### config.mk
export PLATFORM = sky130hd
export DESIGN_NAME = gpu_scanout_fetch
export DESIGN_NICKNAME = d
export VERILOG_FILES = /design/src/rtl/gpu_video_pkg.sv /design/src/rtl/gpu_sync_fifo.sv /design/src/rtl/gpu_scanout_fetch.sv
export SDC_FILE = /design/constraint.sdc
export NUM_CORES = 1
export LEC_CHECK = 0
export CORE_MARGIN = 1
export CORE_UTILIZATION = 30
export DETAILED_ROUTE_END_ITERATION = 12
export PLACE_DENSITY_LB_ADDON = 0.12
export SKIP_LAST_GASP = 1
export SLEW_MARGIN = 20
export SYNTH_ARGS = -nofsm -noshare
export SYNTH_HDL_FRONTEND = slang
export SYNTH_SLANG_ARGS = --single-unit
export TNS_END_PERCENT = 20
### constraint.sdc
create_clock -name clk -period 4.6 [get_ports clk]
set_clock_uncertainty 0.2 [all_clocks]
set_input_delay 0.92 -clock clk [delete_from_list [all_inputs] [get_ports clk]]
set_output_delay 0.92 -clock clk [all_outputs]
set_load 0.01 [all_outputs]
### src/rtl/gpu_video_pkg.sv
// Shared video definitions for the GPU display path: panel timing,
// pixel type and the scanout fetch FSM state encoding.
package gpu_video_pkg;

    // 1024x600 panel timing, in pixel clocks and lines
    localparam int H_DISP  = 1024;
    localparam int H_SYNC  = 136;
    localparam int H_BACK  = 160;
    localparam int H_TOTAL = 1344;
    localparam int V_DISP  = 600;
    localparam int V_SYNC  = 6;
    localparam int V_BACK  = 29;
    localparam int V_TOTAL = 638;
    // the encoder raises Request this many cycles before the draw area
    localparam int H_AHEAD = 1;

    // {R[23:16], G[15:8], B[7:0]}
    typedef logic [23:0] pixel_t;

    typedef enum logic [1:0] {
        IDLE = 2'd0,
        REQ  = 2'd1,
        DATA = 2'd2
    } fetch_state_t;

endpackage

### src/rtl/gpu_sync_fifo.sv
// Single-clock FIFO with exact occupancy count and registered read data.
// The read register only updates on a pop, so it holds the last popped word.
module gpu_sync_fifo #(
    parameter int WIDTH = 24,
    parameter int DEPTH = 32,
    localparam int AW   = $clog2(DEPTH)
) (
    input  logic             clk,
    input  logic             rstn,
    input  logic             push,
    input  logic [WIDTH-1:0] push_data,
    input  logic             pop,
    output logic [WIDTH-1:0] pop_data,
    output logic [AW:0]      count,
    output logic             empty,
    output logic             full
);

    logic [WIDTH-1:0] mem_reg [DEPTH];
    logic [AW-1:0]    wr_ptr_reg;
    logic [AW-1:0]    rd_ptr_reg;
    logic [AW:0]      count_reg;
    logic [WIDTH-1:0] pop_data_reg;
    logic             do_push;
    logic             do_pop;

    assign empty    = (count_reg == '0);
    assign full     = (count_reg == (AW+1)'(DEPTH));
    assign do_push  = push && !full;
    assign do_pop   = pop && !empty;
    assign count    = count_reg;
    assign pop_data = pop_data_reg;

    // storage array, no reset so it can map onto block RAM
    always_ff @(posedge clk) begin
        if (do_push) begin
            mem_reg[wr_ptr_reg] <= push_data;
        end
    end

    // pointers, occupancy and the registered read port
    always_ff @(posedge clk or negedge rstn) begin
        if (!rstn) begin
            wr_ptr_reg   <= '0;
            rd_ptr_reg   <= '0;
            count_reg    <= '0;
            pop_data_reg <= '0;
        end else begin
            if (do_push) begin
                wr_ptr_reg <= wr_ptr_reg + 1'b1;
            end
            if (do_pop) begin
                rd_ptr_reg   <= rd_ptr_reg + 1'b1;
                pop_data_reg <= mem_reg[rd_ptr_reg];
            end
            case ({do_push, do_pop})
                2'b10:   count_reg <= count_reg + 1'b1;
                2'b01:   count_reg <= count_reg - 1'b1;
                default: count_reg <= count_reg;
            endcase
        end
    end

endmodule

### src/rtl/gpu_scanout_fetch.sv
// Scanout pixel source: fetches the framebuffer linearly in fixed bursts,
// buffers it in a FIFO and hands one pixel to the TMDS encoder per Request.
// Pixels served while the FIFO is empty are counted as debt and the same
// number of later beats are dropped so that pixels stay aligned to addresses.
module gpu_scanout_fetch #(
    parameter int          H_DISP        = gpu_video_pkg::H_DISP,
    parameter int          V_DISP        = gpu_video_pkg::V_DISP,
    parameter int          ADDR_W        = 20,
    parameter int          FB_BASE       = 0,
    parameter int          FIFO_DEPTH    = 32,
    parameter int          BURST_LEN     = 8,
    parameter logic [23:0] UNDERFLOW_RGB = 24'h000000
) (
    input  logic              clk,
    input  logic              rstn,
    input  logic              Request,
    output logic [23:0]       RGB,
    output logic              rd_req,
    output logic [ADDR_W-1:0] rd_addr,
    input  logic              rd_ack,
    input  logic              rd_valid,
    input  logic [23:0]       rd_data,
    output logic              underflow,
    output logic              frame_done
);
    import gpu_video_pkg::*;

    localparam int FRAME_PIX = H_DISP * V_DISP;
    localparam int CNT_W     = $clog2(FIFO_DEPTH) + 1;
    localparam int BEAT_W    = (BURST_LEN > 1) ? $clog2(BURST_LEN) : 1;
    localparam int PIX_W     = (FRAME_PIX > 1) ? $clog2(FRAME_PIX) : 1;

    localparam logic [ADDR_W-1:0] BASE_ADDR  = ADDR_W'(FB_BASE);
    localparam logic [ADDR_W-1:0] LAST_ADDR  = ADDR_W'(FB_BASE + FRAME_PIX - BURST_LEN);
    localparam logic [ADDR_W-1:0] BURST_STEP = ADDR_W'(BURST_LEN);
    localparam logic [BEAT_W-1:0] LAST_BEAT  = BEAT_W'(BURST_LEN - 1);
    localparam logic [PIX_W-1:0]  LAST_PIX   = PIX_W'(FRAME_PIX - 1);
    localparam logic [15:0]       DEBT_MAX   = 16'hFFFF;

    fetch_state_t      state_reg;
    logic              rd_req_reg;
    logic [ADDR_W-1:0] rd_addr_reg;
    logic [BEAT_W-1:0] beat_cnt_reg;
    logic [15:0]       debt_reg;
    logic [15:0]       debt_next;
    logic [PIX_W-1:0]  pix_cnt_reg;
    logic              frame_done_reg;
    logic              underflow_reg;
    logic              under_sel_reg;

    logic [CNT_W-1:0]  fifo_count;
    logic              fifo_empty;
    logic              fifo_full;
    pixel_t            fifo_rdata;

    logic              pop_en;
    logic              under_en;
    logic              beat_en;
    logic              drop_en;
    logic              push_en;
    logic              credit_ok;

    assign pop_en    = Request && !fifo_empty;
    assign under_en  = Request && fifo_empty;
    assign beat_en   = (state_reg == DATA) && rd_valid;
    assign drop_en   = beat_en && (debt_reg != 16'd0);
    assign push_en   = beat_en && (debt_reg == 16'd0) && !fifo_full;
    // a whole burst must fit before it is requested, so pushes never meet a full FIFO
    assign credit_ok = (int'(fifo_count) + BURST_LEN) <= FIFO_DEPTH;

    gpu_sync_fifo #(
        .WIDTH (24),
        .DEPTH (FIFO_DEPTH)
    ) u_fifo (
        .clk       (clk),
        .rstn      (rstn),
        .push      (push_en),
        .push_data (rd_data),
        .pop       (pop_en),
        .pop_data  (fifo_rdata),
        .count     (fifo_count),
        .empty     (fifo_empty),
        .full      (fifo_full)
    );

    // both terms are registers: the FIFO read register and the underflow select
    assign RGB        = under_sel_reg ? UNDERFLOW_RGB : fifo_rdata;
    assign rd_req     = rd_req_reg;
    assign rd_addr    = rd_addr_reg;
    assign underflow  = underflow_reg;
    assign frame_done = frame_done_reg;

    // burst fetch sequencer: credit check, request handshake, beat counting
    always_ff @(posedge clk or negedge rstn) begin
        if (!rstn) begin
            state_reg    <= IDLE;
            rd_req_reg   <= 1'b0;
            rd_addr_reg  <= BASE_ADDR;
            beat_cnt_reg <= '0;
        end else begin
            case (state_reg)
                IDLE: begin
                    if (credit_ok) begin
                        state_reg  <= REQ;
                        rd_req_reg <= 1'b1;
                    end
                end
                REQ: begin
                    if (rd_ack) begin
                        state_reg    <= DATA;
                        rd_req_reg   <= 1'b0;
                        beat_cnt_reg <= '0;
                    end
                end
                DATA: begin
                    if (rd_valid) begin
                        if (beat_cnt_reg == LAST_BEAT) begin
                            state_reg   <= IDLE;
                            rd_addr_reg <= (rd_addr_reg == LAST_ADDR) ? BASE_ADDR
                                                                      : rd_addr_reg + BURST_STEP;
                        end else begin
                            beat_cnt_reg <= beat_cnt_reg + 1'b1;
                        end
                    end
                end
                default: begin
                    state_reg  <= IDLE;
                    rd_req_reg <= 1'b0;
                end
            endcase
        end
    end

    // debt: grows on each underflow pixel, shrinks on each dropped beat, saturating
    always_comb begin
        debt_next = debt_reg;
        if (under_en && !drop_en) begin
            if (debt_reg != DEBT_MAX) begin
                debt_next = debt_reg + 16'd1;
            end
        end else if (drop_en && !under_en) begin
            debt_next = debt_reg - 16'd1;
        end
    end

    // served-pixel bookkeeping: underflow select/flag, debt and frame position
    always_ff @(posedge clk or negedge rstn) begin
        if (!rstn) begin
            under_sel_reg  <= 1'b0;
            underflow_reg  <= 1'b0;
            debt_reg       <= 16'd0;
            pix_cnt_reg    <= '0;
            frame_done_reg <= 1'b0;
        end else begin
            debt_reg       <= debt_next;
            frame_done_reg <= 1'b0;
            if (Request) begin
                under_sel_reg <= fifo_empty;
                if (fifo_empty) begin
                    underflow_reg <= 1'b1;
                end
                if (pix_cnt_reg == LAST_PIX) begin
                    pix_cnt_reg    <= '0;
                    frame_done_reg <= 1'b1;
                end else begin
                    pix_cnt_reg <= pix_cnt_reg + 1'b1;
                end
            end
        end
    end

endmodule

==> results of run 1 <==
-- report_power, final --
part / switching [uW] / internal [uW] / total, uW
sequential: 610 / 8900 / 9510
combinational: 3010 / 3200 / 6210
clock: 3150 / 4370 / 7530
total: 6770 / 16500 / 23200
-- worst reg2reg max path, stage by stage, from the launching register on --
cell and delay, ns:
dfrtp_1 0.49, nor4_2 0.48, nand4_1 0.22, or2_2 0.44
ha_1 0.38, nand2_2 0.08, or3_1 0.37, or4b_1 0.50
a311oi_2 0.33, nor3_1 0.09, or3b_1 0.38
-- area by class of cell --
class,count,area (um^2),area share [%]
Sequential cell,870,25630,62.22
Multi-Input combinational cell,745,8880,21.55
Clock buffer,142,2740,6.651
Tap cell,1512,1892,4.592
Timing Repair Buffer,157,1609,3.906
Clock inverter,40,366.6,0.8899
Inverter,21,78.83,0.1913
-- logic make-up (layout without fill, tap and decap cells) --
logic type / after synthesis / in the layout
other cells: 1 / 3
simple gates: 273 / 273
flops: 870 / 870
fa+ha+maj: 30 / 30
buf+inv: 102 / 360
compound gates: 107 / 107
mux: 273 / 273
xor+xnor: 59 / 59
-- stage by stage --
stage	power, uW	setup slack (ns)	std cells
6_report	23240	0.5205	3487
5_1_grt	24420	0.3651	3487
4_1_cts	23720	0.5038	3487
3_5_place_dp	16080	0.07640	3305
3_3_place_gp	16080	0.07588	3305
2_1_floorplan	13770	0.5974	1717
-- layer usage --
metal  vias up  global-route usage, %  wire (um)
met5         -                      0          0
met4         0                  4.260       1919
met3       116                  2.452       2950
met2       294                  25.72      43730
met1      9189                  21.00      39940
li1       7330                      -          -
-- cells in the final DEF, fill, tap and decap left out, types with 4 or more instances in the layout --
| cell type | instances |
|---|---|
| ha_1 | 29 |
| bufinv_16 | 4 |
| a21oi_1 | 21 |
| nor3_1 | 6 |
| nand2_1 | 77 |
| mux2i_1 | 29 |
| nand4_1 | 15 |
| o21ai_0 | 32 |
| edfxtp_1 | 768 |
| buf_4 | 59 |
| clkinv_2 | 12 |
| a31oi_1 | 4 |
| or2_2 | 4 |
| clkbuf_1 | 34 |
| clkbuf_8 | 8 |
| and4_1 | 4 |
| and3_1 | 9 |
| xor2_1 | 30 |
| xnor2_1 | 29 |
| buf_2 | 17 |
| clkbuf_16 | 100 |
| nand2b_1 | 9 |
| inv_1 | 21 |
| dfrtp_4 | 4 |
| buf_12 | 27 |
| clkinv_1 | 15 |
| clkdlybuf4s50_1 | 54 |
| mux4_2 | 240 |
| o21ai_1 | 24 |
| nor2_1 | 36 |
| nor2b_1 | 26 |
| inv_6 | 4 |
| nor2_4 | 32 |
| mux2_2 | 4 |
| a21o_1 | 6 |
| nor4_1 | 8 |
| dfrtp_1 | 97 |
| nand3_1 | 22 |
-- worst max-delay path by stage --
stage | start | slack [ns] | to | cells after the start
2_1_floorplan | rd_valid | 0.60 | debt_reg[15] | 10
3_3_place_gp | Request | 0.08 | debt_reg[15] | 10
3_5_place_dp | Request | 0.08 | debt_reg[15] | 10
4_1_cts | u_fifo.count[3] | 0.50 | debt_reg[15] | 10
5_1_grt | u_fifo.count[3] | 0.37 | debt_reg[15] | 10
6_report | u_fifo.count[3] | 0.52 | debt_reg[15] | 10
==> impl_metrics.yaml, run 1 <==
global_route:
  grt_overflow: 0
  grt_antenna_before_repair: 1
  grt_pass1_wl_mm: 129.7
  first_global_vias: 18190
  grtUsageTotal_pct: 15.47
  grt_max_degree: 57
worst_setup_path:
  rr_endpoint: "debt_reg[15]"
  worstPathBufferInverterCount: 0
  r2r_cells: 10
  cp_data_required_time_ns: 4.94
  crit_family: "simple AND/OR/NAND/NOR gates"
  start_kind: "flip-flop"
  cp_cell_sequence: "nor4_2 > nand4_1 > or2_2 > ha_1 > nand2_2 > or3_1 > or4b_1 > a311oi_2 > nor3_1 > or3b_1"
  cp_data_arrival_time_ns: 4.41
  r2r-start: "u_fifo.count[3]"
  cp_max_fo: 10
  end_kind: "flip-flop"
  crit_path_top_delay_cell: "or4b_1"
  slowest_delay_ns: 0.50
  path_class: "reg2reg"
  rrSetupSlack_ns: 0.52
placed_design:
  place_area_um2: 38170
  port_buffers: 72
  dp.final_hpwl_mm: 51.57
  place_congestion: 0.7433
cts:
  cts_tree: "built"
  ctsHoldBuffers: 0
  numCtsBuffers: 99
  cts_max_level: 3
  cts.repair.resized: 0
  clk_pin_slew_ns: 0.06
  cts_buffer_depth: 3
  cts_setup_buffers: 0
  cts.root.buffer_cell: "clkbuf_16"
  insertion_delay_ns: 0.67
  clkSinkCount: 870
floorplanning:
  dieArea_um2: 116900
  top_level_ports: 76
  fp.dieW_um: 341.9
  fp-row-count: 124
  fp.dieH_um: 341.9
  core_area_um2: 114500
  initial_utilization_pct: 30.27
synth:
  netlist-cell-type-count: 59
  netlist_area_um2: 34660
  synth_edf_count: 768
  synth_compound_area_share_pct: 1.805
  yosys.area_share.simple_pct: 3.924
  synthArstFlopShare_pct: 11.72
  yosys_warnings: 0
  synth_top_area_cell: "edfxtp_1"
  synth_top_area_share_pct: 66.53
  synth_xor_xnor_area_share_pct: 1.491
  ys_ff_latch: 870
  synthAdderAreaFrac_pct: 1.105
  synth.most_common_cell: "edfxtp_1"
  synth_area_per_cell_um2: 20.21
  netlist_top_cells_area: "edfxtp_1 67%, mux4_2 16%, dfrtp_1 7.4%, ha_1 1.0%, nand2_1 0.84%"
  synthMuxAreaShare_pct: 16.56
  netlist_instances: 1715
  ys_top_cells_by_count: "768 x edfxtp_1, 240 x mux4_2, 102 x dfrtp_1, 78 x nand2_1, 68 x nor2_1"
  synth.yosys.seq_area_share_pct: 73.90
  synth_top_family_by_area: "multiplexers"
  synthFlopType: "edfxtp_1"
sta:
  worst_slew_pin_slew_ns: 1.077
  finalHoldWorstSlack_ns: 0.1287
  finalSetupViolCount: 0
  rsz0062_at_grt: "false"
  timing_hold_violations_final: 0
  fin_crit_sh_pct: 88.68
  fin_crit_ns: 4.079
  tns_ns: 0
  slew_viol_final: 0
  fmax_ghz: 0.2451
  max-slew-margin-rel_pct: 28.01
final_layout:
  nNetsFinal: 1953
  utilization_pct: 35.98
  largest_reg_flops: 768
  area_delta_synth_final_pct: 18.85
  fill_cells: 10650
  drive_gt1_share_pct: 26.78
  stdcell_area_um2: 41200
  antenna_cells: 0
routing:
  dr.pass1.iters: 12
  drc: 12
  viasPerCell: 4.855
  drt_wl_total_mm: 88.54
  ant_nets: 0
  avgRoutedWirePerCell_um: 25.39
  num_vias: 16930
  first_iter_violations: 1131
power_and_ir_drop:
  vdd_drop_max_mv: 0.3002
  cellPowerDensity_nw_per_um2: 564.2
  p_leak_uw: 0.01341
outcome:
  status: "finished, violations left"
  violations: "DRC"
job:
  max_cap_viol_count: 0
min_path:
  holdCritPathClass: "in2async"
Power figures use the tool's default switching activity.
==> run 2: changes to the inputs <==
Settings changed: CORE_UTILIZATION 30 to 55.
==> run 2 against run 1 <==
Sequential share of layout area increased by 1.5 points. Clock-buffer cell count shrank 21. Largest cell class unchanged. Via count rose by 1.7%. Worst hold slack improved by 0.015 ns. Non-clock buffer count grew 5. Critical endpoint unchanged. The run now ends clean. Sequential power fell by 1%. Utilization grew 29 points. Routed wire length is 13% lower. Sequential cell count did not move. Global-route usage is 9.9 points higher. Worst setup slack improved by 0.027 ns.
==> impl_metrics.yaml, run 2 (synthesis results as in run 1) <==
outcome:
  status: "finished clean"
final_layout:
  utilization_pct: 64.97
  final_cell_mix: "768 x edfxtp_1, 240 x mux4_2, 97 x dfrtp_1, 90 x clkbuf_16, 77 x nand2_1"
  stdcell_area_um2: 40240
  largest_reg_flops: 768
  area_delta_synth_final_pct: 16.10
  fill_cells: 4161
  antenna_cells: 0
  final_common_cell: "edfxtp_1"
  drive_gt1_share_pct: 26.58
  nNetsFinal: 1947
global_route:
  grt_antenna_before_repair: 1
  grt_overflow: 0
  grtUsageTotal_pct: 25.36
  grt_max_degree: 88
  grt_pass1_wl_mm: 115.9
  first_global_vias: 17540
worst_setup_path:
  r2r_cells: 10
  rrSetupSlack_ns: 0.55
  cp_max_fo: 9
  cp_data_arrival_time_ns: 4.36
  path_class: "reg2reg"
  rr_endpoint: "debt_reg[15]"
  start_kind: "flip-flop"
  r2r-start: "debt_reg[2]"
  end_kind: "flip-flop"
  cp_data_required_time_ns: 4.91
power_and_ir_drop:
  cellPowerDensity_nw_per_um2: 565.9
  p_leak_uw: 0.01338
  vdd_drop_max_mv: 0.3735
  total_power_uw: 22780
routing:
  drc: 0
  dr.pass1.iters: 5
  viasPerCell: 6.145
  first_iter_violations: 1740
  num_vias: 17210
  drt_wl_total_mm: 77.47
  ant_nets: 0
  avgRoutedWirePerCell_um: 27.66
sta:
  rsz0062_at_grt: "false"
  finalSetupViolCount: 0
  tns_ns: 0
  worst_slew_pin_slew_ns: 1.086
  max-slew-margin-rel_pct: 27.36
  slew_viol_final: 0
  timing_hold_violations_final: 0
  finalHoldWorstSlack_ns: 0.1436
  fin_crit_ns: 4.053
  fin_crit_sh_pct: 88.11
  fmax_ghz: 0.2467
floorplanning:
  fp.dieW_um: 253.0
  initial_utilization_pct: 55.96
  top_level_ports: 76
  dieArea_um2: 64030
  core_area_um2: 61940
  fp.dieH_um: 253.0
  fp-row-count: 91
placed_design:
  dp.final_hpwl_mm: 45.50
  place_area_um2: 37300
  port_buffers: 72
  place_congestion: 0.8355
cts:
  numCtsBuffers: 88
  cts_max_level: 3
  cts_setup_buffers: 0
  ctsHoldBuffers: 0
  cts.repair.resized: 0
  cts.root.buffer_cell: "clkbuf_16"
  clk_pin_slew_ns: 0.06
  clkSinkCount: 870
  cts_buffer_depth: 3
  insertion_delay_ns: 0.64
  cts_tree: "built"
job:
  max_cap_viol_count: 0
min_path:
  holdCritPathClass: "in2async"
==> run 2: changes by cell type in the layout (fill, tap and decap cells not counted), moves of 3 or more <==
cell             before  now
clkinv_8              0    3
inv_6                 4    1
buf_4                59   68
buf_2                17    9
clkbuf_16           100   90
buf_12               27   22
clkdlybuf4s50_1      54   62
clkbuf_1             34   22
bufinv_16             4   10
==> run 2: metrics by stage <==
step / std cells / setup WS [ns]
floorplan: 1717 / 0.5974
global placement: 2635 / 0.1190
detailed placement: 2635 / 0.1079
CTS: 2801 / 0.5693
global route: 2801 / 0.3505
finish: 2801 / 0.5471
==> run 2: final cells by class <==
type	instances	area [um^2]	area share, %
Inverter	21	78.83	0.1959
Clock inverter	45	521.8	1.297
Multi-Input combinational cell	745	8880	22.07
Sequential cell	870	25630	63.68
Tap cell	837	1047	2.602
Clock buffer	121	2459	6.110
Timing Repair Buffer	162	1628	4.045
==> run 2: report_power, final <==
part	leakage (uW)	total, uW	internal [uW]	switching (uW)
registers	0.00819	9380	8890	482
clock network	0.00145	7270	4320	2950
logic	0.00373	6120	3220	2910
total	0.0134	22800	16400	6340
==> run 2: critical path, cell delays in order (launching register included) <==
cell,delay [ns]
dfrtp_1,0.40
nor4_1,0.58
a41oi_1,0.21
or2_2,0.41
ha_1,0.36
nand2_2,0.07
or3_1,0.38
or4b_1,0.50
a311oi_2,0.34
nor3_1,0.09
or3b_1,0.38
==> run 2: worst max-delay path by stage <==
stage | endpoint | slack, ns | cells after the start | start
floorplan | debt_reg[15] | 0.60 | 10 | rd_valid
global placement | debt_reg[15] | 0.12 | 11 | rd_valid
detailed placement | debt_reg[15] | 0.11 | 11 | rd_valid
CTS | debt_reg[15] | 0.57 | 10 | debt_reg[2]
global route | debt_reg[15] | 0.35 | 10 | debt_reg[2]
finish | debt_reg[15] | 0.55 | 10 | debt_reg[2]
==> run 2: per-layer routing <==
metal,routed length [um],vias to the layer above,GRT usage [%],part of all wire (%)
met1,32160,9114,36.70,42
met5,9,-,0,0.012
met4,1630,2,6.199,2.1
met2,37780,659,40.31,49
li1,-,7324,-,-
met3,5894,114,4.873,7.6
==> run 3: changes to the inputs <==
Settings changed: CTS_CLUSTER_DIAMETER from default to 50.
==> run 3 against run 2 <==
Worst setup slack worse by 0.010 ns. Via count is 0.48% lower. Clock-buffer cell count is 1 lower. Largest cell class unchanged. Critical endpoint unchanged. Fmax fell by 0.26%. Highest routed layer unchanged.
==> impl_metrics.yaml, run 3 (synthesis results as in run 1) <==
cts:
  cts_max_level: 3
  cts.repair.resized: 0
  cts.root.buffer_cell: "clkbuf_16"
  clk_pin_slew_ns: 0.06
  numCtsBuffers: 92
  clkSinkCount: 870
  cts_setup_buffers: 0
  cts_tree: "built"
  insertion_delay_ns: 0.64
  ctsHoldBuffers: 0
  cts_buffer_depth: 3
final_layout:
  utilization_pct: 64.99
  final_cells: 2805
  area_delta_synth_final_pct: 16.13
  antenna_cells: 0
  drive_gt1_share_pct: 26.73
  final_common_cell: "edfxtp_1"
  fill_cells: 4177
  nNetsFinal: 1951
  final_cell_mix: "768 x edfxtp_1, 240 x mux4_2, 97 x dfrtp_1, 94 x clkbuf_16, 77 x nand2_1"
  largest_reg_flops: 768
routing:
  wl_met2_mm: 38.02
  first_iter_violations: 1742
  viasPerCell: 6.107
  met3_length_mm: 5.776
  routed.top_layer: "met5"
  drc: 0
  avgRoutedWirePerCell_um: 27.65
  dr.pass1.iters: 7
  routedLengthMet1_mm: 32.00
  drt_wl_total_mm: 77.56
  ant_nets: 0
  num_vias: 17130
global_route:
  first_global_vias: 17530
  grt_max_degree: 88
  grt_antenna_before_repair: 1
  grt_pass1_wl_mm: 115.7
  grtUsageTotal_pct: 25.36
  grt_overflow: 0
sta:
  worst_slew_pin_slew_ns: 1.129
  finalSetupViolCount: 0
  finalHoldWorstSlack_ns: 0.1555
  tns_ns: 0
  timing_hold_violations_final: 0
  max-slew-margin-rel_pct: 24.51
  fin_crit_sh_pct: 88.33
  rsz0062_at_grt: "false"
  fin_crit_ns: 4.063
  fmax_ghz: 0.2461
  slew_viol_final: 0
placed_design:
  place_congestion: 0.8355
  dpl.cell_count: 2635
  dp.final_hpwl_mm: 45.50
  port_buffers: 72
worst_setup_path:
  end_kind: "flip-flop"
  cp_max_fo: 9
  cp_data_required_time_ns: 4.90
  start_kind: "flip-flop"
  cp_data_arrival_time_ns: 4.36
  path_class: "reg2reg"
floorplanning:
  fp-row-count: 91
  top_level_ports: 76
  dieArea_um2: 64030
  fp.dieH_um: 253.0
  initial_utilization_pct: 55.96
  fp.dieW_um: 253.0
  core_area_um2: 61940
job:
  max_cap_viol_count: 0
outcome:
  status: "finished clean"
min_path:
  holdCritPathClass: "in2async"
power_and_ir_drop:
  cellPowerDensity_nw_per_um2: 566.2
  p_leak_uw: 0.01338
  vdd_drop_max_mv: 0.3790
==> run 3: changes by cell type in the layout (fill, tap and decap cells not counted), moves of 3 or more <==
| cell | before | now |
|---|---|---|
| inv_6 | 1 | 9 |
| bufinv_16 | 10 | 7 |
| clkbuf_8 | 9 | 5 |
| clkbuf_16 | 90 | 94 |
| clkinv_2 | 11 | 8 |
==> run 3: stage by stage <==
step	worst slack, ns	power [uW]	area, um^2
floorplan	0.5974	13770	34670
global placement	0.1190	15680	37300
detailed placement	0.1079	15760	37300
CTS	0.5686	23030	40300
global route	0.3284	23780	40250
finish	0.5367	22790	40250
==> run 3: power by group <==
part	leakage [uW]	switching [uW]	total [uW]	internal, uW
sequential	0.00819	485	9380	8890
clock	0.00146	3020	7280	4260
combinational	0.00373	2920	6140	3220
total	0.0134	6420	22800	16400
==> run 3: path summary, 6_finish.rpt <==
path,startpoint,slack [ns],to,cells past startpoint
worst min-delay path,rstn,0.16,u_fifo.count[0],1
min in group clk,u_fifo.pop_data[21],0.28,u_fifo.pop_data[21],2
worst max-delay path,debt_reg[5],0.54,debt_reg[15],10
worst min register to register,u_fifo.pop_data[21],0.28,u_fifo.pop_data[21],2
worst max register to register,debt_reg[5],0.54,debt_reg[15],10
max in group asynchronous,rstn,3.19,u_fifo.pop_data[10],2
==> run 3: area by class of cell <==
cell class | instances | area [um^2] | area share, %
clock inverters | 50 | 495.5 | 1.231
multi-input cells | 745 | 8880 | 22.06
repair buffers | 162 | 1623 | 4.032
flip-flops and latches | 870 | 25630 | 63.67
inverters | 21 | 78.83 | 0.1958
clock buffers | 120 | 2500 | 6.211
well taps | 837 | 1047 | 2.602
==> run 3: critical path: stages (launching register included) <==
cell,delay (ns)
dfrtp_1,0.41
nor4_1,0.58
a41oi_1,0.21
or2_2,0.41
ha_1,0.36
nand2_2,0.07
or3_1,0.38
or4b_1,0.50
a311oi_2,0.34
nor3_1,0.08
or3b_1,0.38
==> run 3: per-layer routing <==
| metal | vias up | GRT usage, % |
|---|---|---|
| li1 | 7343 | - |
| met1 | 9066 | 36.23 |
| met2 | 612 | 40.32 |
| met3 | 107 | 4.944 |
| met4 | 2 | 7.134 |
| met5 | - | 0 |
